--- config.mk ---
export PLATFORM = sky130hd
export DESIGN_NAME = s_mem_phase_sequencer
export DESIGN_NICKNAME = d
export VERILOG_FILES = /design/src/rtl/s_mem_phase_sequencer.sv
export SDC_FILE = /design/constraint.sdc
export NUM_CORES = 1
export LEC_CHECK = 0
export CAP_MARGIN = 20
export CORE_UTILIZATION = 39
export DETAILED_ROUTE_END_ITERATION = 6
export PLACE_DENSITY = 0.82
export SLEW_MARGIN = 20
export SYNTH_ARGS = -nofsm -noshare
export SYNTH_HDL_FRONTEND = slang
export SYNTH_SLANG_ARGS = --single-unit
--- constraint.sdc ---
create_clock -name clk -period 1.8 [get_ports clk]
set_input_delay 0.36 -clock clk [delete_from_list [all_inputs] [get_ports clk]]
set_output_delay 0.36 -clock clk [all_outputs]
set_load 0.01 [all_outputs]
--- src/rtl/s_mem_phase_sequencer.sv ---
// Three-phase sequencer for the shared 256x8 S-memory: launches init, shuffle and decode
// phase FSMs in order, grants the memory port to the running phase and watches for timeout.
module s_mem_phase_sequencer #(
    parameter int TIMEOUT_CYCLES = 1024,
    parameter int NUM_PHASES     = 3
) (
    input  logic                       clk,
    input  logic                       rst,
    input  logic                       start,
    output logic [NUM_PHASES-1:0]      ph_start,
    input  logic [NUM_PHASES-1:0]      ph_finish,
    input  logic [NUM_PHASES-1:0]      ph_wr_en,
    input  logic [NUM_PHASES-1:0][7:0] ph_addr,
    input  logic [NUM_PHASES-1:0][7:0] ph_wr_data,
    output logic [7:0]                 mem_addr,
    output logic [7:0]                 mem_wr_data,
    output logic                       mem_wr_en,
    output logic [1:0]                 phase,
    output logic                       busy,
    output logic                       done,
    output logic                       error
);

    localparam int             CNT_W   = $clog2(TIMEOUT_CYCLES) + 1;
    localparam logic [CNT_W-1:0] CNT_LAST = CNT_W'(TIMEOUT_CYCLES - 1);
    localparam logic [1:0]     LAST_PH = 2'(NUM_PHASES - 1);
    localparam logic [1:0]     NO_PH   = 2'd3;

    // P_START(i)/P_WAIT(i) share one state code each; the phase index lives in cur_ph.
    typedef enum logic [2:0] {
        S_IDLE,
        S_START,
        S_WAIT,
        S_DONE,
        S_ERROR
    } state_t;

    state_t           state, state_nx;
    logic [1:0]       cur_ph, cur_ph_nx;
    logic [CNT_W-1:0] tmo_cnt, tmo_cnt_nx;
    logic             granted;

    always_ff @(posedge clk or negedge rst) begin
        if (!rst) begin
            state   <= S_IDLE;
            cur_ph  <= 2'd0;
            tmo_cnt <= '0;
        end else begin
            state   <= state_nx;
            cur_ph  <= cur_ph_nx;
            tmo_cnt <= tmo_cnt_nx;
        end
    end

    always_comb begin
        state_nx   = state;
        cur_ph_nx  = cur_ph;
        tmo_cnt_nx = tmo_cnt;
        unique case (state)
            S_IDLE, S_DONE, S_ERROR: begin
                if (start) begin
                    state_nx   = S_START;
                    cur_ph_nx  = 2'd0;
                    tmo_cnt_nx = '0;
                end
            end
            S_START: begin
                state_nx   = S_WAIT;
                tmo_cnt_nx = '0;
            end
            S_WAIT: begin
                // finish wins over a timeout landing in the same cycle
                if (ph_finish[cur_ph]) begin
                    tmo_cnt_nx = '0;
                    if (cur_ph == LAST_PH) begin
                        state_nx = S_DONE;
                    end else begin
                        state_nx  = S_START;
                        cur_ph_nx = cur_ph + 2'd1;
                    end
                end else if (tmo_cnt == CNT_LAST) begin
                    state_nx = S_ERROR;
                end else begin
                    tmo_cnt_nx = tmo_cnt + 1'b1;
                end
            end
            default: state_nx = S_IDLE;
        endcase
    end

    assign granted = (state == S_START) || (state == S_WAIT);
    assign phase   = granted ? cur_ph : NO_PH;
    assign busy    = granted;
    assign done    = (state == S_DONE);
    assign error   = (state == S_ERROR);

    always_comb begin
        ph_start = '0;
        if (state == S_START) ph_start[cur_ph] = 1'b1;
    end

    // Ungranted phases are fully masked so a stray write can never reach the memory.
    always_comb begin
        mem_addr    = 8'h00;
        mem_wr_data = 8'h00;
        mem_wr_en   = 1'b0;
        if (granted) begin
            mem_addr    = ph_addr[cur_ph];
            mem_wr_data = ph_wr_data[cur_ph];
            mem_wr_en   = ph_wr_en[cur_ph];
        end
    end

endmodule

## Word-level counts from Yosys, hierarchy flattened

Index checks and enable logic that the tools add are counted.

- Add/sub/neg operators: 2
- $lt $le $gt $ge: 2
- Equality and inequality tests: 11
- Mux-type cells: 28
- Reductions and logical operators: 9

Operator list:

| kind | count |
|---|---|
| $mux W11 | 3 |
| $pmux W11 S3 | 1 |
| $bmux W8 S2 | 2 |
| $mux W8 | 4 |
| $mux W3 | 4 |
| $add A11 B1 Y11 const B | 1 |
| $eq A11 B10 Y1 const B | 1 |
| $mux W2 | 5 |
| $pmux W3 S3 | 1 |
| $eq A3 B2 Y1 const B | 2 |
| $ne A2 B2 Y1 const B | 3 |
| $ne A3 B3 Y1 const B | 2 |
| $bmux W1 S2 | 2 |
| $mux W1 | 4 |
| $pmux W2 S2 | 1 |
| $reduce_and A4 Y1 | 1 |
| $eq A3 B1 Y1 const B | 1 |
| $eq A3 B3 Y1 const B | 1 |
| $logic_not A3 Y1 | 1 |
| $lt A2 B3 Y1 const B | 1 |
| $reduce_and A3 Y1 | 1 |
| $reduce_bool A3 Y1 | 1 |
| $reduce_or A3 Y1 | 1 |
| $add A2 B1 Y2 const B | 1 |
| other kinds (7) | 7 |

- Register bits: 16
- Output and inout port bits: 25
- Word-level logic and storage cells: 55

## Depth between registers and ports, before layout

Gate-level depths: netlist (run 1).

- Depth in word-level cells: 5
- Gate-level depth with buffers: 6

## Worst setup path before layout (run 1)

OpenSTA, ideal clock, no wires.

- Kind: register to output
- Start point: register state[0]
- End point: output mem_addr[4]
- Arrival time: 1,346 ps
- Path slack: 94 ps
- Cell stages (with the launch flop): 7
- Path buffers: 3
- Path through: dfrtp_1 buf_2 xnor2_1 or2_1 buf_2 buf_2 nor2_1

- Cells in the longest elaborated chain, start to end: 3

Ends and longest elaborated chain:

| item | RTL line | source |
|---|---|---|
| start: declaration | 38 | `state_t state, state_nx;` |
| start signal: assignment | 49 | `state <= state_nx;` |
| $eq A3 B1 Y1 / $eq A3 B2 Y1 (equally long branches) | 91 | `assign granted = (state == S_START) \|\| (state == S_WAIT);` |
| $logic_or A1 B1 Y1 * | 91 |  |
| $mux W8 * | 107 | `if (granted) begin` |
| end: declaration | 15 | `output logic [7:0] mem_addr,` |

Every way passes the cells marked *; elsewhere a longest branch is shown, timed or not.

## Worst setup path in the final report (run 1)

- Start point: register state[0]
- End point: output mem_wr_data[6]

- Cells in the longest elaborated chain, start to end: 3

Ends and longest elaborated chain:

| item | RTL line | source |
|---|---|---|
| $eq A3 B1 Y1 / $eq A3 B2 Y1 (equally long branches) | 91 |  |
| $logic_or A1 B1 Y1 * | 91 |  |
| $mux W8 * | 107 |  |
| end: declaration | 16 | `output logic [7:0] mem_wr_data,` |

Marked as above.

==> results of run 1 <==
==> final cells by class <==
type | count | area [um2] | area share, %
sequential | 16 | 403 | 13.9
multi-input combinational | 157 | 1220 | 42.1
clock buffer | 4 | 55.1 | 1.90
timing repair buffer | 119 | 1140 | 39.3
tap | 48 | 60.1 | 2.07
inverter | 5 | 18.8 | 0.647
==> cells in the final DEF (no fill, tap or decap), drive strengths merged, types with 5 or more instances in the layout <==
cell type | Yosys | layout
mux2i | 20 | 20
clkbuf | 2 | 6
and2 | 6 | 6
inv | 5 | 5
nor2 | 40 | 40
nor3 | 7 | 7
clkdlybuf4s50 | 0 | 56
dfrtp | 16 | 16
a21oi | 20 | 20
o21ai | 6 | 7
a221o | 7 | 7
buf | 11 | 57
nand2 | 12 | 12
==> logic make-up after synthesis <==
kind of cell / after synthesis / share of synthesized area, %
flip-flops: 16 / 26.5
multiplexers: 21 / 14.2
AND/OR/NAND/NOR: 86 / 28.9
XOR/XNOR: 1 / 0.579
AO/OA/AOI/OAI: 44 / 21.0
buffers and inverters: 18 / 5.54
adder cells (fa/ha/maj): 4 / 3.31
==> worst max-delay path, delay by kind of cell (launching register included) <==
kind	cells	cell delay, ps
buffers and inverters	3	410
flip-flops	1	410
AND/OR/NAND/NOR	2	350
XOR/XNOR	1	160
==> flip-flops by register name, indices dropped and copies added, names as in the netlist <==
name and flops:
cur_ph 2, state 3, tmo_cnt 11
==> repair_timing <==
item                       4_1_cts  5_1_grt
pin swaps                        2       18
cloned                           0        2
hold endpoints to repair         0        0
setup buffers                    8        3
gates resized for setup        102       56
setup endpoints to repair       26       37
==> final timing paths <==
kind,startpoint,end,slack [ps]
min in group clk,tmo_cnt[10],tmo_cnt[10],550
hold / removal,rst,tmo_cnt[2],420
setup / recovery,state[0],mem_wr_data[6],-150
max in group asynchronous,rst,cur_ph[0],1190
hold reg to reg,tmo_cnt[10],tmo_cnt[10],550
setup reg to reg,cur_ph[0],tmo_cnt[2],0
==> report_power, final <==
part	switching [mW]	internal [mW]
clock network	0.127	0.194
logic	1.61	1.81
registers	0.0672	0.415
total	1.81	2.42
==> layer usage <==
metal  vias up  wire length [um]
li1        907                 -
met1       987              2370
met2        67              3180
met3         8               223
met4         0                58
met5         -                 0
==> per-stage QoR <==
stage | cell area, um2 | power, mW | util, % | setup slack, ps
2_1_floorplan | 1510 | 1.68 | - | 93.8
3_3_place_gp | 2540 | 2.90 | 68.8 | -211
3_5_place_dp | 2540 | 2.93 | 68.8 | -236
4_1_cts | 2600 | 3.29 | 70.4 | -158
5_1_grt | 2900 | 4.43 | 78.6 | -200
6_report | 2900 | 4.23 | 78.6 | -146
==> results.py, run 1 <==
metrics = {
    "cells_and_area": {
        "stdcell_count": 349,
        "fillers": 235,
        "diodes": 0,
        "drive_gt1_share_pct": 36.2,
        "final_nets": 363,
        "area.growth.synth_to_final_pct": 91.7,
    },
    "detailed_routing": {
        "drc": 0,
        "wl_per_cell_um": 16.7,
        "viasPerCell": 5.64,
        "wirelength_um": 5840,
        "drtIter0Drc": 175,
        "postRouteAntennaNets": 0,
        "dr.pass1.iters": 4,
        "vias": 1969,
    },
    "global_routing": {
        "grt_pass1_wl_um": 7810,
        "grt_pass1_vias": 1649,
        "grt_usage_pct": 23.7,
        "met1_usage_pct": 31.4,
        "grt.met3_usage_pct": 2.50,
        "use_met2_pct": 41.3,
        "grt_max_degree": 17,
        "antenna_found_initial": 0,
        "grt.overflow.total": 0,
        "grt-busiest-layer": "met2",
    },
    "synth": {
        "synth_commonest_cells": "nor2_1 (39), a21oi_1 (19), mux2i_1 (19), dfrtp_1 (16), nand2_1 (12)",
        "synth_area_per_cell_um2": 7.96,
        "synth_edf_count": 0,
        "synth_cell_types": 47,
        "synth_area_leaders": "dfrtp_1 (26%), mux2i_1 (13%), nor2_1 (9.7%), a21oi_1 (6.3%), a221o_1 (4.6%)",
        "netlist_instances": 190,
        "synth-async-reset-ratio_pct": 100,
        "ys.flop_type": "dfrtp_1",
        "ys_ff_latch": 16,
        "syn_area_um2": 1510,
        "synth.largest_area_cell": "dfrtp_1",
        "syn_nets": 251,
        "synth-seq-area-share_pct": 26.5,
        "synth_top_area_share_pct": 26.5,
        "yosysMostFrequentCell": "nor2_1",
        "yosys_warnings": 0,
    },
    "outcome": {
        "outcome": "finished, violations left",
        "violations": "negative setup slack",
    },
    "critical_path": {
        "crit_type": "reg2out",
        "reg2reg_depth": 7,
        "cp_data_required_time_ps": 1440,
        "max_stage_delay_ps": 410,
        "cp_slowest_cell": "dfrtp_1",
        "critPathMaxFanout": 5,
        "end_kind": "output port",
        "start_kind": "flop",
        "crit_chain": "xnor2_2 -> or2_4 -> clkbuf_16 -> buf_8 -> nor2_4 -> buf_6",
        "cp.arrival_ps": 1590,
    },
    "die": {
        "fp.dieH_um": 64.3,
        "start_util_pct": 41.0,
        "fp.dieW_um": 64.3,
        "coreArea_um2": 3690,
        "rows": 22,
        "ios": 82,
        "dieArea_um2": 4130,
    },
    "clock_tree": {
        "clock_path_buffers": 2,
        "cts.sinks": 16,
        "path_clk_slew_ps": 60,
        "clk_latency_ps": 250,
        "cts_buffers": 3,
        "cts_max_level": 1,
        "holdBufCountCts": 0,
        "cts_tree": "built",
        "ctsRootBufferMaster": "clkbuf_8",
    },
    "timing": {
        "report.final.slew_viol_count": 0,
        "hold_violations": 0,
        "finalSetupViolations": 22,
        "min_period_over_period_pct": 108,
        "min_period_ps": 1950,
        "rsz0062_at_grt": "true",
        "fin_ws_ps": -146,
        "relSlewSlack_pct": 71.5,
        "tightest_slew_ps": 422,
        "skew_ps": 4.39,
        "tns_ps": -2030,
        "max_freq_ghz": 0.514,
        "hold_slack_ps": 416,
    },
    "pwr": {
        "peakVddDrop_mv": 0.955,
        "p_leak_nw": 1.23,
        "p_per_area_nw_per_um2": 1460,
    },
    "place": {
        "gp_congestion": 0.845,
        "io_buffers": 81,
        "hpwlAfterDp_um": 3670,
        "dpl.cell_count": 332,
    },
    "min_path": {
        "hold_class": "in2async",
    },
    "flow_run": {
        "drv_cap": 0,
    },
}
(Power assumes the default switching activity.)
==> inputs of run 2 (changes only) <==
- GPL_ROUTABILITY_DRIVEN: not set -> 0
==> results of run 2 <==
Final layout, timing and power as in run 1 (identical DEF).
==> inputs of run 3 (changes only) <==
- PLACE_DENSITY: 0.82 -> 0.8
==> run 3 against run 2 <==
  * The flow still finishes with violations (negative setup slack)
  * Via count decreased by 8.4%
  * Utilization down 5.7 points
  * Critical path depth stayed put
  * Combinational power is 17% lower
  * Flip-flop and latch count stayed put
  * Final cell count down 2.6%
  * Setup slack gained 14 ps
  * Die area is the same
  * Clock-buffer cell count is 1 lower
  * Final area is 7.2% lower
  * Fmax is 0.71% higher
  * Critical path type unchanged
  * Highest routed layer unchanged
==> results.py, run 3 (same netlist as run 1, synthesis figures left out) <==
metrics = {
    "global_routing": {
        "grt.met3_usage_pct": 3.93,
        "grt-busiest-layer": "met2",
        "antenna_found_initial": 0,
        "grt_usage_pct": 23.0,
        "met1_usage_pct": 28.5,
        "grt_pass1_vias": 1674,
        "use_met2_pct": 40.4,
        "grt_pass1_wl_um": 7530,
        "grt_max_degree": 17,
        "grt.overflow.total": 0,
    },
    "timing": {
        "tightest_slew_ps": 382,
        "max_freq_ghz": 0.518,
        "min_period_over_period_pct": 107,
        "hold_violations": 0,
        "finalSetupViolations": 20,
        "relSlewSlack_pct": 74.5,
        "fin_ws_ps": -132,
        "report.final.slew_viol_count": 0,
        "skew_ps": 2.19,
        "min_period_ps": 1930,
        "rsz0062_at_grt": "true",
    },
    "pwr": {
        "pwr-share-clk_pct": 7.6,
        "p_leak_nw": 1.16,
        "p_per_area_nw_per_um2": 1330,
        "pwr-share-seq_pct": 13.2,
        "combPwrFrac_pct": 79.2,
        "intPower_mw": 2.00,
        "totalPowerFinal_mw": 3.57,
        "net-switching-power_mw": 1.56,
        "switching_share_pct": 43.8,
        "peakVddDrop_mv": 0.746,
    },
    "outcome": {
        "outcome": "finished, violations left",
        "violations": "negative setup slack",
    },
    "clock_tree": {
        "ctsRootBufferMaster": "clkbuf_8",
        "cts_max_level": 1,
        "cts_tree": "built",
        "clock_path_buffers": 2,
        "path_clk_slew_ps": 60,
        "clk_latency_ps": 250,
        "cts_buffers": 3,
        "cts.sinks": 16,
        "holdBufCountCts": 0,
    },
    "cells_and_area": {
        "fin_area_um2": 2690,
        "reg_top3": "tmo_cnt: 11 flops, state: 3 flops, cur_ph: 2 flops",
        "multi_input_area_um2": 1140,
        "area.growth.synth_to_final_pct": 77.9,
        "fillers": 276,
        "postLayoutCoreUtil_pct": 73.0,
        "final_nets": 355,
        "seq_area_um2": 403,
        "diodes": 0,
        "regMostFlops": "tmo_cnt",
        "final_cell_mix": "clkdlybuf4s50_1 (56), nor2_1 (27), buf_4 (24)",
        "largest_reg_flops": 11,
        "layout_commonest_cell": "clkdlybuf4s50_1",
        "drive_gt1_share_pct": 30.1,
    },
    "detailed_routing": {
        "wl_per_cell_um": 14.8,
        "viasPerCell": 5.31,
        "dr.pass1.iters": 4,
        "drc": 0,
        "vias": 1804,
        "drtIter0Drc": 99,
        "wirelength_um": 5050,
        "postRouteAntennaNets": 0,
    },
    "die": {
        "rows": 22,
        "dieArea_um2": 4130,
        "fp.dieW_um": 64.3,
        "fp.dieH_um": 64.3,
        "ios": 82,
        "coreArea_um2": 3690,
        "start_util_pct": 41.0,
    },
    "flow_run": {
        "drv_cap": 0,
    },
    "critical_path": {
        "end_kind": "output port",
        "critPathMaxFanout": 8,
        "cp.arrival_ps": 1570,
        "cp_slowest_cell": "dfrtp_1",
        "cp_data_required_time_ps": 1440,
        "crit_chain": "xnor2_2 -> or2_4 -> buf_12 -> buf_8 -> nor2_2 -> buf_2",
        "start_kind": "flop",
        "crit_type": "reg2out",
        "max_stage_delay_ps": 400,
    },
    "min_path": {
        "hold_class": "in2async",
    },
    "place": {
        "hpwlAfterDp_um": 3700,
        "pre_cts_ws_ps": -260,
        "io_buffers": 81,
        "placed_cell_area_um2": 2530,
    },
}
[run 3: changes by cell type in the layout (fill, tap and decap cells not counted), sizes merged]
| cell | previous run | this run |
|---|---|---|
| clkdlybuf4s15 | 3 | 2 |
| dlygate4sd2 | 1 | 3 |
| o21ai | 7 | 6 |
| buf | 57 | 50 |
| clkbuf | 6 | 4 |
[run 3: path summary, 6_finish.rpt]
| path | endpoint | cells past startpoint | slack [ps] | startpoint |
|---|---|---|---|---|
| max reg2reg | tmo_cnt[3] | 6 | 60 | cur_ph[0] |
| min | tmo_cnt[3] | 2 | 420 | rst |
| min reg2reg | tmo_cnt[10] | 1 | 530 | tmo_cnt[10] |
| max in group asynchronous | state[2] | 2 | 1180 | rst |
| min in group clk | tmo_cnt[10] | 1 | 530 | tmo_cnt[10] |
| max | mem_addr[2] | 6 | -130 | state[1] |
[run 3: per-stage QoR]
stage,std cells,setup TNS [ps],hold slack [ps]
global placement,332,-4100,503
finish,340,-871,422
global route,340,-2390,425
floorplan,190,0,64.4
detailed placement,332,-4370,513
CTS,337,-625,420
[run 3: area by class of cell]
class                   instances  share of cell area [%]
clock buffers                   3                    1.53
inverters                       5                   0.697
multi-input cells             156                    42.3
flip-flops and latches         16                    15.0
well taps                      48                    2.23
repair buffers                112                    38.3
[run 3: what timing repair did]
item	CTS	global route
pin swaps	1	11
buffers inserted	2	2
setup endpoints to repair	25	34
cloned	0	1
resized for setup	95	35
[run 3: power groups by stage]
stage | Sequential (mW) | Combinational, mW | Clock [mW]
floorplan | 0.445 | 1.24 | 0
global placement | 0.461 | 2.44 | 0
detailed placement | 0.464 | 2.44 | 0
CTS | 0.462 | 2.25 | 0.279
global route | 0.476 | 3.04 | 0.295
finish | 0.470 | 2.83 | 0.271
[run 3: layer usage]
metal  part of all wire (%)  wire (um)
met1                     43       2170
met2                     53       2660
met3                    3.2        160
met4                    1.1         54
met5                      0          0
[run 3: critical path, delay by kind of cell, from the launching register on]
family | cells | cell delay (ps)
buffers and inverters | 3 | 420
DFF | 1 | 400
and+or+nand+nor | 2 | 360
xor gates and xnor gates | 1 | 150
